## config.mk

```make
export PLATFORM = sky130hd
export DESIGN_NAME = fetch_tgen_param
export DESIGN_NICKNAME = d
export VERILOG_FILES = /design/src/rtl/fetch_tgen_param.sv
export SDC_FILE = /design/constraint.sdc
export NUM_CORES = 1
export LEC_CHECK = 0
export CELL_PAD_IN_SITES_DETAIL_PLACEMENT = 1
export CELL_PAD_IN_SITES_GLOBAL_PLACEMENT = 1
export CORE_UTILIZATION = 50
export CTS_CLUSTER_SIZE = 28
export DETAILED_ROUTE_END_ITERATION = 8
export DONT_BUFFER_PORTS = 1
export GPL_TIMING_DRIVEN = 0
export PLACE_DENSITY = 0.84
export SYNTH_ARGS = -nofsm -noshare
export SYNTH_HDL_FRONTEND = slang
export SYNTH_SLANG_ARGS = --single-unit
```

## constraint.sdc

```tcl
create_clock -name clk -period 7.92 [get_ports clk]
set_input_delay 1.188 -clock clk [delete_from_list [all_inputs] [get_ports clk]]
set_output_delay 1.188 -clock clk [all_outputs]
set_load 0.03 [all_outputs]
```

## src/rtl/fetch_tgen_param.sv

```systemverilog
// Instruction-fetch traffic generator: issues N_TRANS requests, tracks
// outstanding grants, folds responses into a checksum, and flags protocol errors.
module fetch_tgen_param #(
  parameter int unsigned FETCH_ADDR_WIDTH = 32,
  parameter int unsigned FETCH_DATA_WIDTH = 128,
  parameter int unsigned N_TRANS          = 1024,
  parameter int unsigned MAX_OUTSTANDING  = 4,
  parameter logic [31:0] ADDR_MASK        = 32'h0000_0FFF,
  parameter logic [31:0] LFSR_SEED        = 32'hACE1_2468
) (
  input  logic                        clk,
  input  logic                        rst,
  input  logic                        fetch_enable_i,
  input  logic [1:0]                  mode_i,
  output logic                        fetch_req_o,
  output logic [FETCH_ADDR_WIDTH-1:0] fetch_addr_o,
  input  logic                        fetch_gnt_i,
  input  logic                        fetch_rvalid_i,
  input  logic [FETCH_DATA_WIDTH-1:0] fetch_rdata_i,
  output logic                        eoc_o,
  output logic                        err_o,
  output logic [FETCH_DATA_WIDTH-1:0] rdata_chk_o,
  output logic [23:0]                 resp_cnt_o
);

  localparam int unsigned AW     = FETCH_ADDR_WIDTH;
  localparam int unsigned DW     = FETCH_DATA_WIDTH;
  localparam int unsigned BYTES  = DW / 8;
  localparam int unsigned CNT_W  = 24;
  localparam int unsigned OUTS_W = 4;
  localparam int unsigned GAP_W  = 2;

  localparam logic [31:0]       SEED      = (LFSR_SEED == 32'h0) ? 32'h1 : LFSR_SEED;
  localparam logic [31:0]       LFSR_TAPS = 32'h8020_0003;
  localparam logic [AW-1:0]     MASK_W    = AW'(ADDR_MASK);
  localparam logic [AW-1:0]     ALIGN_W   = ~AW'(BYTES - 1);
  localparam logic [AW-1:0]     STEP_W    = AW'(BYTES);
  localparam logic [CNT_W-1:0]  N_TRANS_W = CNT_W'(N_TRANS);
  localparam logic [CNT_W-1:0]  LAST_IDX  = CNT_W'(N_TRANS - 1);
  localparam logic [OUTS_W-1:0] MAX_OUTS  = OUTS_W'(MAX_OUTSTANDING);

  localparam logic [1:0] MODE_SEQ = 2'd1;
  localparam logic [1:0] MODE_GAP = 2'd2;

  typedef enum logic [1:0] {
    ST_IDLE  = 2'd0,
    ST_RUN   = 2'd1,
    ST_DRAIN = 2'd2,
    ST_DONE  = 2'd3
  } state_e;

  state_e              state_q, state_d;
  logic                req_q, req_d;
  logic [AW-1:0]       addr_q, addr_d;
  logic [AW-1:0]       seq_q, seq_d;
  logic [OUTS_W-1:0]   outs_q, outs_d;
  logic [CNT_W-1:0]    issued_q, issued_d;
  logic [31:0]         lfsr_q, lfsr_d;
  logic [GAP_W-1:0]    gap_q, gap_d;
  logic [1:0]          mode_q, mode_d;
  logic                eoc_q, eoc_d;
  logic                err_q, err_d;
  logic [DW-1:0]       chk_q, chk_d;
  logic [CNT_W-1:0]    resp_q, resp_d;

  logic accept;
  logic rvalid_ok;
  logic issue_ok;

  // Galois step for x^32+x^22+x^2+x+1 (right-shifting form)
  function automatic logic [31:0] lfsr_step(input logic [31:0] s);
    return s[0] ? ((s >> 1) ^ LFSR_TAPS) : (s >> 1);
  endfunction

  assign accept    = req_q & fetch_gnt_i;
  assign rvalid_ok = fetch_rvalid_i & (outs_q != '0);

  // State register and all registered outputs
  always_ff @(posedge clk) begin
    if (rst) begin
      state_q  <= ST_IDLE;
      req_q    <= 1'b0;
      addr_q   <= '0;
      seq_q    <= '0;
      outs_q   <= '0;
      issued_q <= '0;
      lfsr_q   <= SEED;
      gap_q    <= '0;
      mode_q   <= '0;
      eoc_q    <= 1'b0;
      err_q    <= 1'b0;
      chk_q    <= '0;
      resp_q   <= '0;
    end else begin
      state_q  <= state_d;
      req_q    <= req_d;
      addr_q   <= addr_d;
      seq_q    <= seq_d;
      outs_q   <= outs_d;
      issued_q <= issued_d;
      lfsr_q   <= lfsr_d;
      gap_q    <= gap_d;
      mode_q   <= mode_d;
      eoc_q    <= eoc_d;
      err_q    <= err_d;
      chk_q    <= chk_d;
      resp_q   <= resp_d;
    end
  end

  // Next-state, counters and request generation
  always_comb begin
    state_d  = state_q;
    req_d    = 1'b0;
    addr_d   = addr_q;
    seq_d    = seq_q;
    outs_d   = outs_q;
    issued_d = issued_q;
    lfsr_d   = lfsr_q;
    gap_d    = gap_q;
    mode_d   = mode_q;
    err_d    = err_q;
    chk_d    = chk_q;
    resp_d   = resp_q;
    eoc_d    = 1'b0;
    issue_ok = 1'b0;

    if (state_q == ST_IDLE) begin
      mode_d = mode_i;
    end

    // Gap reload uses the LFSR value that produced the accepted address
    if (accept) begin
      issued_d = issued_q + CNT_W'(1);
      lfsr_d   = lfsr_step(lfsr_q);
      seq_d    = (seq_q + STEP_W) & MASK_W;
      gap_d    = (mode_q == MODE_GAP) ? lfsr_q[GAP_W-1:0] : '0;
    end else if (gap_q != '0) begin
      gap_d = gap_q - GAP_W'(1);
    end

    case ({accept, rvalid_ok})
      2'b10:   outs_d = outs_q + OUTS_W'(1);
      2'b01:   outs_d = outs_q - OUTS_W'(1);
      default: outs_d = outs_q;
    endcase

    if (fetch_rvalid_i) begin
      chk_d  = chk_q ^ fetch_rdata_i;
      resp_d = resp_q + CNT_W'(1);
    end

    // A response with nothing previously granted cannot belong to anything
    if ((fetch_rvalid_i && (outs_q == '0)) || (fetch_gnt_i && !req_q)) begin
      err_d = 1'b1;
    end

    case (state_q)
      ST_IDLE:  if (fetch_enable_i) state_d = ST_RUN;
      ST_RUN:   if (accept && (issued_q == LAST_IDX)) state_d = ST_DRAIN;
      ST_DRAIN: if (outs_q == '0) state_d = ST_DONE;
      ST_DONE:  state_d = ST_DONE;
      default:  state_d = ST_IDLE;
    endcase

    issue_ok = (state_d == ST_RUN) && fetch_enable_i && (issued_d < N_TRANS_W) &&
               (outs_d < MAX_OUTS) && (gap_d == '0);

    // A pending request keeps its address until granted
    if (req_q && !fetch_gnt_i) begin
      req_d = 1'b1;
    end else if (issue_ok) begin
      req_d  = 1'b1;
      addr_d = (mode_d == MODE_SEQ) ? (seq_d & ALIGN_W)
                                    : (AW'(lfsr_d) & MASK_W & ALIGN_W);
    end

    eoc_d = (state_d == ST_DONE);
  end

  assign fetch_req_o  = req_q;
  assign fetch_addr_o = addr_q;
  assign eoc_o        = eoc_q;
  assign err_o        = err_q;
  assign rdata_chk_o  = chk_q;
  assign resp_cnt_o   = resp_q;

endmodule

```

# == After elaboration in Yosys (flattened, before gate mapping) ==
# Index checks and enable logic that the tools add are counted.
# Widths: inputs -> output; s select.
# totals
regBits,285
inputBits,135
out_inout_bits,187
wordCells,71
# classes
n_addsub,6
n_lt_le_gt_ge,2
eq_ne,10
n_mux,16
bitwise,5
n_reduce_logical,17
# ops
op,n
$xor 128x128->128,1
$mux 32,3
$add 24x1->24 const B,2
$eq 24x10->1 const B,1
$lt 24x11->1 const B,1
$mux 24,1
$mux 2,7
$add 12x5->12 const B,1
$mux 12,1
$eq 2x2->1 const B,5
$eq 2x1->1 const B,4
$logic_and 1x1->1,8
$pmux 2 s4,1
$pmux 4 s2,1
$add 4x1->4 const B,1
$logic_not 2->1,2
$logic_not 4->1,1
$lt 4x3->1 const B,1
$not 3->4,1
$reduce_bool 4->1,1
$sub 4x1->4 const B,1
$and 1x1->1,2
$logic_not 1->1,2
$mux 1,2
5 further kinds,5

# == Depth between registers and ports, before layout ==
# logic_depth
depth_word,11
mapped_depth,16
depth_no_buf,11

# == Least setup slack after synthesis ==
# No wires, ideal clock.
# synth_path
path_type,input-to-reg
from,in fetch_gnt_i
to,reg addr_q[11] (netlist: fetch_addr_o[11])
setup_time_ns,0.123
t_arrival_ns,4.188
t_required_ns,7.797
slack_ns,3.608
cell_stages,15
cell_sequence,and2_1 clkbuf_1 inv_1 clkbuf_1 clkbuf_1 ha_1 ha_1 xor2_1 mux2i_1 and3_1 nand4_1 a211o_1 nor3_2 buf_6 mux2_1
# synth_via
elab_chain_len,10
# synth_lines
element,line,source
"start, declared",17,"input logic fetch_gnt_i,"
"parallel branches: the longest is 10 deep, another holds $lt 24x11->1",n/a,
"end signal, assigned",97,addr_q <= addr_d;
"end, declared",54,"logic [AW-1:0] addr_q, addr_d;"
# Several ways; the timed one is not identified.
# A chain may end at the register's enable or synchronous reset.

# == Worst setup path in the final report ==
# layout_path
from,in fetch_gnt_i
to,reg addr_q[10] (netlist: fetch_addr_o[10])
# The elaborated chain is that of the path after synthesis.

==> results.sh <==
export IMPL_timing_final_crit_share_pct=59.3
export IMPL_grt_pass1_wl_mm=45.7
export IMPL_cts_tree="built"
export IMPL_groute_usage_overall_pct=25.5
export IMPL_floorplan_die_area_um2=22700
export IMPL_detailed_route_via_count=8337
export IMPL_combinationalPowerShare_pct=11.1
export IMPL_timing_clock_skew_ps=9.59
export IMPL_intPower_w=0.00252
export IMPL_port_buffers=0
export IMPL_yosys_warnings=0
export IMPL_die_width_um=151
export IMPL_final_layout_size_suffix_gt1_share_pct=5.27
export IMPL_io_pin_count=322
export IMPL_drtIter0Drc=201
export IMPL_finish_net_count=1410
export IMPL_critPathArrivalTime_ps=5160
export IMPL_power_density_nw_per_um2=285
export IMPL_routed_wire_length_per_instance_um=18.8
export IMPL_synth_avg_cell_area_um2=8.94
export IMPL_unrepaired_setup_endpoints_after_global_routing="false"
export IMPL_min_period_ps=4700
export IMPL_hold_viol=0
export IMPL_routabilityCongestion=0.793
export IMPL_clock_fmax_mhz=213
export IMPL_synthesis_instances=1234
export IMPL_max_slew_margin_pct=43.2
export IMPL_timing_worst_slew_pin_value_ps=844
export IMPL_ir_drop_uv=178
export IMPL_max_cap_violations=0
export IMPL_number_of_buffers_created_by_cts=29
export IMPL_drt_wl_total_mm=29.4
export IMPL_cts_sinks=277
export IMPL_status="complete, no violations"
export IMPL_path_max_fanout=10
export IMPL_layout_cells_non_filler=1566
export IMPL_switching_share_pct=28.6
export IMPL_postCtsSetupBuffers=0
export IMPL_floorplan_initialDensity_pct=51.7
export IMPL_sequentialPowerShare_pct=48.5
export IMPL_yosys_most_used_dff="sky130_fd_sc_hd__dfxtp_1"
export IMPL_syn_cell_area_um2=11000
export IMPL_drt_antenna_violating_nets=0
export IMPL_worst_r2r_startpoint="fetch_req_o"
export IMPL_postSynthRegisterBits=277
export IMPL_worstPathRequired_ps=8390
export IMPL_worst_setup_path_type="input pin to flop"
export IMPL_final_max_slew_violation_count=0
export IMPL_timing_critical_path_from="fetch_gnt_i"
export IMPL_cts_root_buffer_cell="sky130_fd_sc_hd__clkbuf_16"
export IMPL_clockBufferDepth=3
export IMPL_grt_pass1_vias=8840
export IMPL_cp_end_kind="flop"
export IMPL_fin_setup_tns_ps=0
export IMPL_clk_pin_slew_ps=60
export IMPL_cts_hold_buf=0
export IMPL_worst_hold_path_type="flop to flop"
export IMPL_netlist_cell_type_count=50
export IMPL_core_rowCount=53
export IMPL_synth_seq_area_share_pct=50.2
export IMPL_drc=0
export IMPL_placed_cells=1512
export IMPL_initial_antenna_violation_count=0
export IMPL_dp_hpwl_mm=20.9
export IMPL_pin_count_of_the_biggest_net_entering_global_routing=15
export IMPL_floorplan_die_height_um=151
export IMPL_total_congestion_overflow=0
export IMPL_synth_enable_flop_cells=0
export IMPL_clock_power_share_pct=40.4
export IMPL_async_flop_share_pct=0
export IMPL_antennaDiodeCount=0
export IMPL_setup_violations=0
export IMPL_htreeDepth=1
export IMPL_total_switching_power_w=0.00101
export IMPL_drt_pass1_iter_count=4
export IMPL_cellLeakagePower_nw=5.13
export IMPL_worstHoldStart="lfsr_q[15]"
export IMPL_post_drt_via_cell_ratio=5.32
export IMPL_timing_critical_path_from_type="input pin"
export IMPL_post_cts_resized=0
export IMPL_clock_latency_ps=550
export IMPL_floorplan_core_area_um2=21400
export IMPL_area_growth_syn_to_layout_pct=12.4
## final cells by class
type / instances / area (µm²)
Fill cell: 2488 / 8950
Sequential cell: 277 / 5550
Multi-Input combinational cell: 881 / 5150
Clock buffer: 42 / 845
Tap cell: 275 / 344
Buffer: 71 / 322
Clock inverter: 12 / 166
Inverter: 8 / 30.0
## placed cells by master, fill, tap and decap left out, drive strengths merged, types with 2 or more instances in the layout
master / instances
a31o: 2
xor2: 162
nand4: 16
buf: 10
ha: 6
and3: 4
conb: 4
clkinv: 6
nor2b: 12
or4: 2
and4: 6
nor3b: 2
nand3b: 11
nand2b: 28
a21oi: 28
nor2: 216
a211oi: 6
nor3: 9
a211o: 3
nor4: 5
a31oi: 2
o21ai: 5
or3: 4
inv: 9
dfxtp: 277
nand3: 25
and2: 22
mux2: 8
clkbuf: 103
mux2i: 37
nand2: 223
bufinv: 4
xnor2: 21
## routing by layer
layer / vias to the layer above / GRT usage [%] / part of all wire [%]
li1: 3975 / - / -
met1: 4049 / 28.1 / 39
met2: 238 / 46.5 / 52
met3: 75 / 5.91 / 5.5
met4: 0 / 10.5 / 3.7
met5: - / 0 / 0
## power by group through the flow
stage / sequential, W / combinational, W / clock (W)
final: 0.00171 / 0.000394 / 0.00143
after global routing: 0.00172 / 0.000438 / 0.00150
after CTS: 0.00171 / 0.000397 / 0.00145
after detailed placement: 0.00174 / 0.000387 / 0
after global placement: 0.00174 / 0.000368 / 0
after floorplan: 0.00171 / 0.000310 / 0
## critical path, cell delays in order
cell	delay, ps
sky130_fd_sc_hd__and2_1	110
sky130_fd_sc_hd__clkbuf_1	200
sky130_fd_sc_hd__inv_1	110
sky130_fd_sc_hd__clkbuf_1	480
sky130_fd_sc_hd__clkbuf_1	500
sky130_fd_sc_hd__ha_1	380
sky130_fd_sc_hd__ha_1	310
sky130_fd_sc_hd__a21oi_1	260
sky130_fd_sc_hd__and4b_1	260
sky130_fd_sc_hd__a21oi_1	60
sky130_fd_sc_hd__xor2_1	210
sky130_fd_sc_hd__o2111ai_1	260
sky130_fd_sc_hd__nor3_2	230
sky130_fd_sc_hd__buf_6	210
sky130_fd_sc_hd__buf_12	160
sky130_fd_sc_hd__mux2i_1	220
## kinds of logic after synthesis
group                    synth area share, %
XOR/XNOR                                14.5
adder cells (fa/ha/maj)                0.862
AND/OR/NAND/NOR                         23.9
AO/OA/AOI/OAI                           2.87
multiplexers                            4.38
buffers and inverters                   3.19
other                                 0.0340
flip-flops                              50.2
## cells in the mapped netlist (8+ instances only)
cell type	count	area share, %
sky130_fd_sc_hd__dfxtp_1	277	50
sky130_fd_sc_hd__nand2_1	223	7.6
sky130_fd_sc_hd__nor2_1	216	7.3
sky130_fd_sc_hd__xor2_1	162	13
sky130_fd_sc_hd__clkbuf_1	61	2.1
sky130_fd_sc_hd__mux2i_1	37	3.4
sky130_fd_sc_hd__a21oi_1	28	1.3
sky130_fd_sc_hd__nand2b_1	28	1.6
sky130_fd_sc_hd__nand3_1	25	1.1
sky130_fd_sc_hd__and2_1	22	1.2
sky130_fd_sc_hd__xnor2_1	21	1.7
sky130_fd_sc_hd__nand4_1	15	0.85
sky130_fd_sc_hd__nor2b_1	12	0.68
sky130_fd_sc_hd__nand3b_1	11	0.75
sky130_fd_sc_hd__inv_1	8	0.27
sky130_fd_sc_hd__nor3_1	8	0.36
## registers in the layout, indices dropped and copies added, names as in the netlist
signal        flops
rdata_chk_o     128
lfsr_q           32
mode_q            2
seq_q            28
fetch_req_o       1
eoc_o             1
resp_cnt_o       24
issued_q         24
fetch_addr_o     28
err_o             1
state_q           2
outs_q            4
gap_q             2
## through the flow
| step | util [%] | area (µm²) | hold slack [ps] | setup slack [ps] | power (W) |
|---|---|---|---|---|---|
| 5_1_grt | 58.1 | 12400 | 476 | 3030 | 0.00366 |
| 6_report | 58.1 | 12400 | 452 | 3220 | 0.00354 |
| 4_1_cts | 58.1 | 12400 | 452 | 3260 | 0.00356 |
| 2_1_floorplan | - | 11000 | 430 | 3610 | 0.00202 |
| 3_3_place_gp | 53.3 | 11400 | 438 | 2870 | 0.00211 |
| 3_5_place_dp | 53.3 | 11400 | 444 | 2780 | 0.00213 |
## worst paths after layout
check / cells after the start / to / slack [ps]
setup / recovery: 16 / fetch_addr_o[10] / 3220
hold / removal: 2 / lfsr_q[14] / 450
setup reg to reg: 16 / fetch_addr_o[10] / 3300
hold reg to reg: 2 / lfsr_q[14] / 450
Note: power is estimated with default switching activity, not from simulation.
